===== config.mk =====
export PLATFORM = sky130hd
export DESIGN_NAME = tft_timing_gen
export DESIGN_NICKNAME = d
export VERILOG_FILES = /design/src/rtl/tft_timing_gen.sv
export SDC_FILE = /design/constraint.sdc
export NUM_CORES = 1
export LEC_CHECK = 0
export ABC_AREA = 0
export CAP_MARGIN = 20
export CORE_ASPECT_RATIO = 1.5
export CORE_UTILIZATION = 55
export CTS_BUF_LIST = sky130_fd_sc_hd__clkbuf_8 sky130_fd_sc_hd__clkbuf_16
export DETAILED_ROUTE_END_ITERATION = 16
export HOLD_SLACK_MARGIN = 0.05
export PLACE_DENSITY = 0.81
export SYNTH_ARGS = -nofsm -noshare
export SYNTH_HDL_FRONTEND = slang
export SYNTH_SLANG_ARGS = --single-unit
export TNS_END_PERCENT = 20

===== constraint.sdc =====
create_clock -name clk -period 5.6 [get_ports clk]
set_input_delay 0.56 -clock clk [delete_from_list [all_inputs] [get_ports clk]]
set_output_delay 0.56 -clock clk [all_outputs]
set_load 0.1 [all_outputs]

===== src/rtl/tft_timing_gen.sv =====
// RGB-panel raster timing generator with a shadowed, clipped display window and a
// latency-matched pixel request interface. Define TFT_TEST_PATTERN_EN to build colour bars.
module tft_timing_gen #(
   parameter int unsigned    H_SYNC   = 2,
   parameter int unsigned    H_BACK   = 44,
   parameter int unsigned    H_DISP   = 800,
   parameter int unsigned    H_FRONT  = 210,
   parameter int unsigned    V_SYNC   = 2,
   parameter int unsigned    V_BACK   = 22,
   parameter int unsigned    V_DISP   = 480,
   parameter int unsigned    V_FRONT  = 22,
   parameter int unsigned    CW       = 12,
   parameter int unsigned    DW       = 24,
   parameter int unsigned    REQ_LAT  = 2,
   parameter int unsigned    SYNC_POL = 0,
   parameter logic [DW-1:0]  BG_COLOR = '0
) (
   input  logic          clk,
   input  logic          rst,
   input  logic          en,
   input  logic [CW-1:0] win_x,
   input  logic [CW-1:0] win_w,
   input  logic [CW-1:0] win_y,
   input  logic [CW-1:0] win_h,
   input  logic          test_mode,
   input  logic [DW-1:0] data_in,
   output logic          tft_request,
   output logic [CW-1:0] hcount,
   output logic [CW-1:0] vcount,
   output logic          frame_start,
   output logic          tft_clk,
   output logic          tft_de,
   output logic          tft_hsync,
   output logic          tft_vsync,
   output logic [DW-1:0] tft_rgb
);

   localparam int unsigned H_TOTAL = H_SYNC + H_BACK + H_DISP + H_FRONT;
   localparam int unsigned V_TOTAL = V_SYNC + V_BACK + V_DISP + V_FRONT;
   localparam int unsigned H_ACT0  = H_SYNC + H_BACK;
   localparam int unsigned V_ACT0  = V_SYNC + V_BACK;
   localparam int unsigned LAST    = REQ_LAT - 1;
   localparam logic        SYNC_ACT = (SYNC_POL != 0);

   assign tft_clk = clk;

   // ---------------------------------------------------------------------------------------
   // Raster counters
   // ---------------------------------------------------------------------------------------
   logic [CW-1:0] hc, vc;
   logic          h_last, v_last, frame_end;

   assign h_last    = (hc == CW'(H_TOTAL - 1));
   assign v_last    = (vc == CW'(V_TOTAL - 1));
   assign frame_end = en && h_last && v_last;

   always_ff @(posedge clk or posedge rst) begin
      if (rst) begin
         hc <= '0;
         vc <= '0;
      end else if (!en) begin
         hc <= '0;
         vc <= '0;
      end else if (h_last) begin
         hc <= '0;
         vc <= v_last ? '0 : vc + CW'(1);
      end else begin
         hc <= hc + CW'(1);
      end
   end

   // ---------------------------------------------------------------------------------------
   // Window shadow registers: loaded once after reset, then only at the frame boundary
   // ---------------------------------------------------------------------------------------
   logic [CW-1:0] sx, sw, sy, sh;
   logic          loaded;

   always_ff @(posedge clk or posedge rst) begin
      if (rst) begin
         sx     <= '0;
         sw     <= '0;
         sy     <= '0;
         sh     <= '0;
         loaded <= 1'b0;
      end else if (!loaded || frame_end) begin
         sx     <= win_x;
         sw     <= win_w;
         sy     <= win_y;
         sh     <= win_h;
         loaded <= 1'b1;
      end
   end

   // ---------------------------------------------------------------------------------------
   // Position decode and window clipping
   // ---------------------------------------------------------------------------------------
   logic          h_act, v_act;
   logic [CW-1:0] ax, ay;
   logic [CW:0]   x_sum, y_sum, x_end, y_end;
   logic          in_x, in_y, in_win;

   always_comb begin
      h_act  = (hc >= CW'(H_ACT0)) && (hc < CW'(H_ACT0 + H_DISP));
      v_act  = (vc >= CW'(V_ACT0)) && (vc < CW'(V_ACT0 + V_DISP));
      ax     = hc - CW'(H_ACT0);
      ay     = vc - CW'(V_ACT0);
      // Extra bit keeps win_x + win_w from wrapping before the clip compare.
      x_sum  = {1'b0, sx} + {1'b0, sw};
      y_sum  = {1'b0, sy} + {1'b0, sh};
      x_end  = (x_sum > (CW+1)'(H_DISP)) ? (CW+1)'(H_DISP) : x_sum;
      y_end  = (y_sum > (CW+1)'(V_DISP)) ? (CW+1)'(V_DISP) : y_sum;
      in_x   = h_act && (ax >= sx) && ({1'b0, ax} < x_end);
      in_y   = v_act && (ay >= sy) && ({1'b0, ay} < y_end);
      in_win = en && in_x && in_y;
   end

`ifdef TFT_TEST_PATTERN_EN
   logic [CW+2:0] ax_x8;
   logic [2:0]    bar;

   always_comb begin
      ax_x8 = {3'b000, ax} << 3;
      bar   = 3'(ax_x8 / (CW+3)'(H_DISP));
   end

   // White, yellow, cyan, green, magenta, red, blue, black; each channel all-ones or zero.
   function automatic logic [DW-1:0] bar_color(input logic [2:0] idx);
      localparam int unsigned CH = DW / 3;
      logic [DW-1:0] c;
      c = '0;
      c[3*CH-1:2*CH] = {CH{~idx[1]}};
      c[2*CH-1:CH]   = {CH{~idx[2]}};
      c[CH-1:0]      = {CH{~idx[0]}};
      return c;
   endfunction
`else
   logic unused_test_mode;
   assign unused_test_mode = test_mode;
`endif

   // ---------------------------------------------------------------------------------------
   // Request stage: one cycle behind the counters
   // ---------------------------------------------------------------------------------------
   logic de1, hs1, vs1;
`ifdef TFT_TEST_PATTERN_EN
   logic       tm1;
   logic [2:0] bar1;
`endif

   always_ff @(posedge clk or posedge rst) begin
      if (rst) begin
         tft_request <= 1'b0;
         hcount      <= '0;
         vcount      <= '0;
         frame_start <= 1'b0;
         de1         <= 1'b0;
         hs1         <= 1'b0;
         vs1         <= 1'b0;
`ifdef TFT_TEST_PATTERN_EN
         tm1         <= 1'b0;
         bar1        <= '0;
`endif
      end else begin
         tft_request <= in_win;
         hcount      <= in_win ? ax - sx : '0;
         vcount      <= in_win ? ay - sy : '0;
         frame_start <= en && (hc == '0) && (vc == '0);
         de1         <= en && h_act && v_act;
         hs1         <= en && (hc < CW'(H_SYNC));
         vs1         <= en && (vc < CW'(V_SYNC));
`ifdef TFT_TEST_PATTERN_EN
         tm1         <= test_mode;
         bar1        <= bar;
`endif
      end
   end

   // ---------------------------------------------------------------------------------------
   // Delay line matching the upstream read latency; flushes idle values when en drops
   // ---------------------------------------------------------------------------------------
   logic [REQ_LAT-1:0] de_pipe, win_pipe, hs_pipe, vs_pipe;
`ifdef TFT_TEST_PATTERN_EN
   logic [REQ_LAT-1:0] tm_pipe;
   logic [2:0]         bar_pipe [REQ_LAT];
`endif

   always_ff @(posedge clk or posedge rst) begin
      if (rst) begin
         de_pipe  <= '0;
         win_pipe <= '0;
         hs_pipe  <= '0;
         vs_pipe  <= '0;
`ifdef TFT_TEST_PATTERN_EN
         tm_pipe  <= '0;
         for (int i = 0; i < int'(REQ_LAT); i++) bar_pipe[i] <= '0;
`endif
      end else begin
         de_pipe[0]  <= de1;
         win_pipe[0] <= tft_request;
         hs_pipe[0]  <= hs1;
         vs_pipe[0]  <= vs1;
`ifdef TFT_TEST_PATTERN_EN
         tm_pipe[0]  <= tm1;
         bar_pipe[0] <= bar1;
`endif
         for (int i = 1; i < int'(REQ_LAT); i++) begin
            de_pipe[i]  <= de_pipe[i-1];
            win_pipe[i] <= win_pipe[i-1];
            hs_pipe[i]  <= hs_pipe[i-1];
            vs_pipe[i]  <= vs_pipe[i-1];
`ifdef TFT_TEST_PATTERN_EN
            tm_pipe[i]  <= tm_pipe[i-1];
            bar_pipe[i] <= bar_pipe[i-1];
`endif
         end
      end
   end

   // ---------------------------------------------------------------------------------------
   // Panel output register
   // ---------------------------------------------------------------------------------------
   logic [DW-1:0] pix_next;

   always_comb begin
      pix_next = '0;
      if (de_pipe[LAST]) begin
         pix_next = win_pipe[LAST] ? data_in : BG_COLOR;
`ifdef TFT_TEST_PATTERN_EN
         if (tm_pipe[LAST]) pix_next = bar_color(bar_pipe[LAST]);
`endif
      end
   end

   always_ff @(posedge clk or posedge rst) begin
      if (rst) begin
         tft_de    <= 1'b0;
         tft_hsync <= ~SYNC_ACT;
         tft_vsync <= ~SYNC_ACT;
         tft_rgb   <= '0;
      end else begin
         tft_de    <= de_pipe[LAST];
         tft_hsync <= hs_pipe[LAST] ? SYNC_ACT : ~SYNC_ACT;
         tft_vsync <= vs_pipe[LAST] ? SYNC_ACT : ~SYNC_ACT;
         tft_rgb   <= pix_next;
      end
   end

endmodule

* After elaboration in Yosys (flattened, before gate mapping)
Index checks and enable logic that the tools add are counted.
** Operators by class
- Add/sub/neg operators :: 8
- Magnitude comparators :: 12
- Eq/ne operators :: 3
- Mux-type cells :: 13
- Reduce and logical (&&, ||, !) cells :: 20
** Operators by type and width (number)
- $mux W12 :: 7
- $mux W24 :: 2
- $add A12 B12 Y13 :: 2
- $lt A12 B13 Y1 :: 2
- $mux W13 :: 2
- $add A12 B1 Y12 const B :: 2
- $ge A12 B12 Y1 :: 2
- $logic_not A12 Y1 :: 2
- $lt A12 B2 Y1 const B :: 2
- $sub A12 B12 Y12 :: 2
- $logic_and A1 B1 Y1 :: 16
- $gt A13 B10 Y1 const B :: 1
- $gt A13 B9 Y1 const B :: 1
- $eq A12 B10 Y1 const B :: 1
- $eq A12 B11 Y1 const B :: 1
- $ge A12 B5 Y1 const B :: 1
- $ge A12 B6 Y1 const B :: 1
- $lt A12 B10 Y1 const B :: 1
- $lt A12 B9 Y1 const B :: 1
- $sub A12 B5 Y12 const B :: 1
- $sub A12 B6 Y12 const B :: 1
- $mux W1 :: 2
- $ne A2 B1 Y1 const B :: 1
- $logic_not A1 Y1 :: 1
- $logic_or A1 B1 Y1 :: 1
** Word-level totals
- Register bits after elaboration :: 137
- Input port bits :: 76
- Output and inout port bits :: 54
- Logic and storage cells :: 78

* Logic depth before layout (Yosys ltp)
Gate-level depths: netlist (run 1).
- Depth in word-level cells :: 8
- Depth in mapped cells :: 19
- Mapped depth without buffers :: 18

==> results of run 1 <==
## power by group through the flow
stage	Clock (mW)	Sequential, mW	Combinational (mW)
2_1_floorplan	0.0674	1.08	0.426
3_3_place_gp	0.0701	1.08	0.593
3_5_place_dp	0.0701	1.08	0.604
4_1_cts	1.33	1.06	0.616
5_1_grt	1.38	1.06	0.684
6_report	1.32	1.06	0.620
## kinds of logic (layout without fill, tap and decap cells)
group | count (synthesis) | count (layout)
DFF | 137 | 137
buffers and inverters | 77 | 215
AOI/OAI and AO/OA | 171 | 171
adders and majority gates | 81 | 81
and+or+nand+nor | 274 | 274
xor gates and xnor gates | 57 | 57
muxes | 26 | 26
other | 1 | 6
## through the flow
step / cells / worst slack (ps) / power, mW / hold WS, ps / cell area, um2
after CTS: 1163 / 704.6 / 3.003 / 349.7 / 10380
after floorplan: 829 / 1376 / 1.577 / 331.2 / 8280
after global placement: 1128 / 835.2 / 1.739 / 331.3 / 9702
after detailed placement: 1128 / 793.5 / 1.751 / 335.8 / 9702
after global routing: 1163 / 404.6 / 3.124 / 349.5 / 10380
final: 1163 / 639.1 / 2.998 / 348.2 / 10380
## routing by layer
layer	global-route usage [%]	routed length, um
met1	28.96	7417
met2	49.15	10840
met3	5.842	811
met4	17.21	1069
met5	0	0
## area by class of cell
type,instances,share of cell area [%]
clock buffer,21,4.919
clock inverter,15,1.688
inverter,48,1.784
multi-input combinational,615,43.65
sequential,137,33.06
tap,196,2.363
timing repair buffer,131,12.54
## cells in the final DEF (no fill, tap or decap), types with 5 or more instances in the layout
cell type,instances
dfrtp_1,135
clkdlybuf4s50_1,128
ha_1,77
nand2_1,65
o21ai_0,58
nor2_1,48
inv_1,47
and3_1,35
a21oi_1,34
xor2_1,32
xnor2_1,25
nand3_1,23
mux2_2,21
clkbuf_16,20
nor3_2,18
nor3_1,15
a21o_1,15
nand4_1,13
nor2b_1,9
nor4_1,9
a211oi_1,9
nand2b_1,8
inv_6,7
or4_1,6
o21a_1,6
conb_1,6
and2_1,5
and4_1,5
mux2_1,5
## worst register-to-register path: cells and delay by family, from the launching register on
| family | cells | cell delay (ps) |
|---|---|---|
| compound gates | 6 | 1680 |
| fa+ha+maj | 3 | 980 |
| buf+inv | 1 | 380 |
| flops | 1 | 400 |
| simple gates | 5 | 1360 |
## registers in the layout (all words and copies together), names as in the netlist, 12 cells and up
name,count
vc,12
sx,12
sy,12
sh,12
vcount,12
tft_rgb,24
hc,12
sw,12
hcount,12
## final timing paths
path | startpoint | endpoint | slack (ps) | cells after the start
setup / recovery | sx[0] | vcount[11] | 640 | 15
hold / removal | win_pipe[0] | win_pipe[1] | 350 | 0
setup reg to reg | sx[0] | vcount[11] | 640 | 15
hold reg to reg | win_pipe[0] | win_pipe[1] | 350 | 0
max in group asynchronous | rst | sw[3] | 3950 | 3
min in group asynchronous | rst | tft_rgb[6] | 510 | 2
==> flow_metrics.tcl, run 1 <==
set metrics [dict create \
    rsz0062_at_grt "no" \
    nFillCells 1105 \
    grt_max_degree 87 \
    ys_warn_count 0 \
    maxCapViolCount 0 \
    grt_pass1_wl_mm 32.97 \
    postCtsSetupBuffers 0 \
    ys_seq_area_share_pct 41.53 \
    vias 6714 \
    yosysTopAreaCell "dfrtp_1" \
    finalCritPeriodShare_pct 88.59 \
    hold_class "register to register" \
    cpMostUsedCell "ha_1" \
    synth_compound_area_share_pct 14.02 \
    track_usage_pct 27.71 \
    hold_buffers 0 \
    yosys.area_share.adder_pct 12.63 \
    ant_nets 0 \
    dieArea_mm2 0.01553 \
    setup_tns_ps 0 \
    grt_overflow 0 \
    antenna_found_initial 0 \
    cp_cell_sequence "ha_1, fa_1, a21o_1, a311oi_2, o31ai_1, nor3b_1, a31oi_1, a21oi_1, or3b_1, ha_1, nand2_1, or4_1, o211ai_4, buf_4, nor3_1" \
    syn_avg_cell_area_um2 10.03 \
    ir_drop_uv 447.8 \
    start_kind "register" \
    worst_setup_path_end_kind "register" \
    drt-pass1-iter-count 7 \
    fin_skew_ps 7.710 \
    synth_top_area_share_pct 40.89 \
    tightest_slew_ps 1097 \
    multi_input_area_mm2 0.004529 \
    hpwl_mm 14.55 \
    run_status "complete, no violations" \
    synthTopCellsByCount "dfrtp_1 (135), ha_1 (77), nand2_1 (65)" \
    slew_viol_final 0 \
    final_hold_viol_count 0 \
    initial_utilization_pct 56.61 \
    critPathBufInv 1 \
    syn_to_final_growth_pct 25.61 \
    syn_area_mm2 0.008262 \
    cpMaxStageDelayCell "or4_1" \
    register_area_mm2 0.003431 \
    cts_resized 0 \
    num_rows 54 \
    wl_mm 20.14 \
    port_buffers 128 \
    cpPeakStageDelay_ps 540 \
    netSwitchingFraction_pct 32.02 \
    power.leakage_nw 4.649 \
    worstPathMaxFanout 19 \
    synth_edf_count 0 \
    synth_xor_area_share_pct 6.043 \
    drtIter0Drc 300 \
    setup_viol 0 \
    worstPathRequired_ps 5980 \
    ys_types 70 \
    synth.most_common_cell "dfrtp_1" \
    synth_area_leaders "dfrtp_1 (41%), ha_1 (12%), o21ai_0 (3.5%)" \
    synthCells 824 \
    synthMuxAreaShare_pct 3.544 \
    insertion_delay_ps 540 \
    fp.coreArea_mm2 0.01459 \
    internal_power_mw 2.038 \
    fin_util_pct 71.11 \
    synthSimpleGateAreaFrac_pct 18.11 \
    async_reset_ff_share_pct 100.0 \
    num_io_pins 130 \
    cp.arrival_ps 5340 \
    powerDensity_mw_per_mm2 288.9 \
    wire_per_inst_um 17.32 \
    nets 1111 \
    path_delay_family "compound AO/OA/AOI/OAI gates" \
    synth-main-ff-cell "dfrtp_1" \
    relSlewSlack_pct 26.90 \
    worstSetupPathType "register to register" \
    fmax_mhz 201.6 \
    fp.dieW_um 102.1 \
    place_congestion 0.9154 \
    synth_seq_cells 137 \
    viasPerCell 5.773 \
    clockPowerShare_pct 44.0 \
    sequentialPowerShare_pct 35.3 \
    die_h_um 152.1 \
    drc 0 \
    insertedDiodeCount 0 \
    clk_pin_slew_worst_paths_ps 60 \
    p_switching_uw 959.9 \
    drive_above_1_share_pct 9.824 \
    synth_top_family_by_area "simple AND/OR/NAND/NOR gates" \
    fin_crit_ps 4961 \
    grt_pass1_vias 6834 \
    cts_tree "built" \
    combPwrFrac_pct 20.7 \
]
(Power assumes the default switching activity.)
==> run 2: changes to the inputs <==
--- a/config.mk
+++ b/config.mk
@@ -10,6 +10,7 @@
 export CORE_ASPECT_RATIO = 1.5
 export CORE_UTILIZATION = 55
 export CTS_BUF_LIST = sky130_fd_sc_hd__clkbuf_8 sky130_fd_sc_hd__clkbuf_16
+export CTS_CLUSTER_SIZE = 12
 export DETAILED_ROUTE_END_ITERATION = 16
 export HOLD_SLACK_MARGIN = 0.05
 export PLACE_DENSITY = 0.81
==> results of run 2 <==
No change in the layout: final DEF, timing and power equal those of run 1.
==> run 3: changes to the inputs <==
--- a/config.mk
+++ b/config.mk
@@ -5,14 +5,12 @@
 export SDC_FILE = /design/constraint.sdc
 export NUM_CORES = 1
 export LEC_CHECK = 0
-export ABC_AREA = 0
 export CAP_MARGIN = 20
 export CORE_ASPECT_RATIO = 1.5
 export CORE_UTILIZATION = 55
 export CTS_BUF_LIST = sky130_fd_sc_hd__clkbuf_8 sky130_fd_sc_hd__clkbuf_16
-export CTS_CLUSTER_SIZE = 12
+export CTS_CLUSTER_SIZE = 8
 export DETAILED_ROUTE_END_ITERATION = 16
-export HOLD_SLACK_MARGIN = 0.05
 export PLACE_DENSITY = 0.81
 export SYNTH_ARGS = -nofsm -noshare
 export SYNTH_HDL_FRONTEND = slang
==> results of run 3 <==
No change in the layout: final DEF, timing and power equal those of run 1.
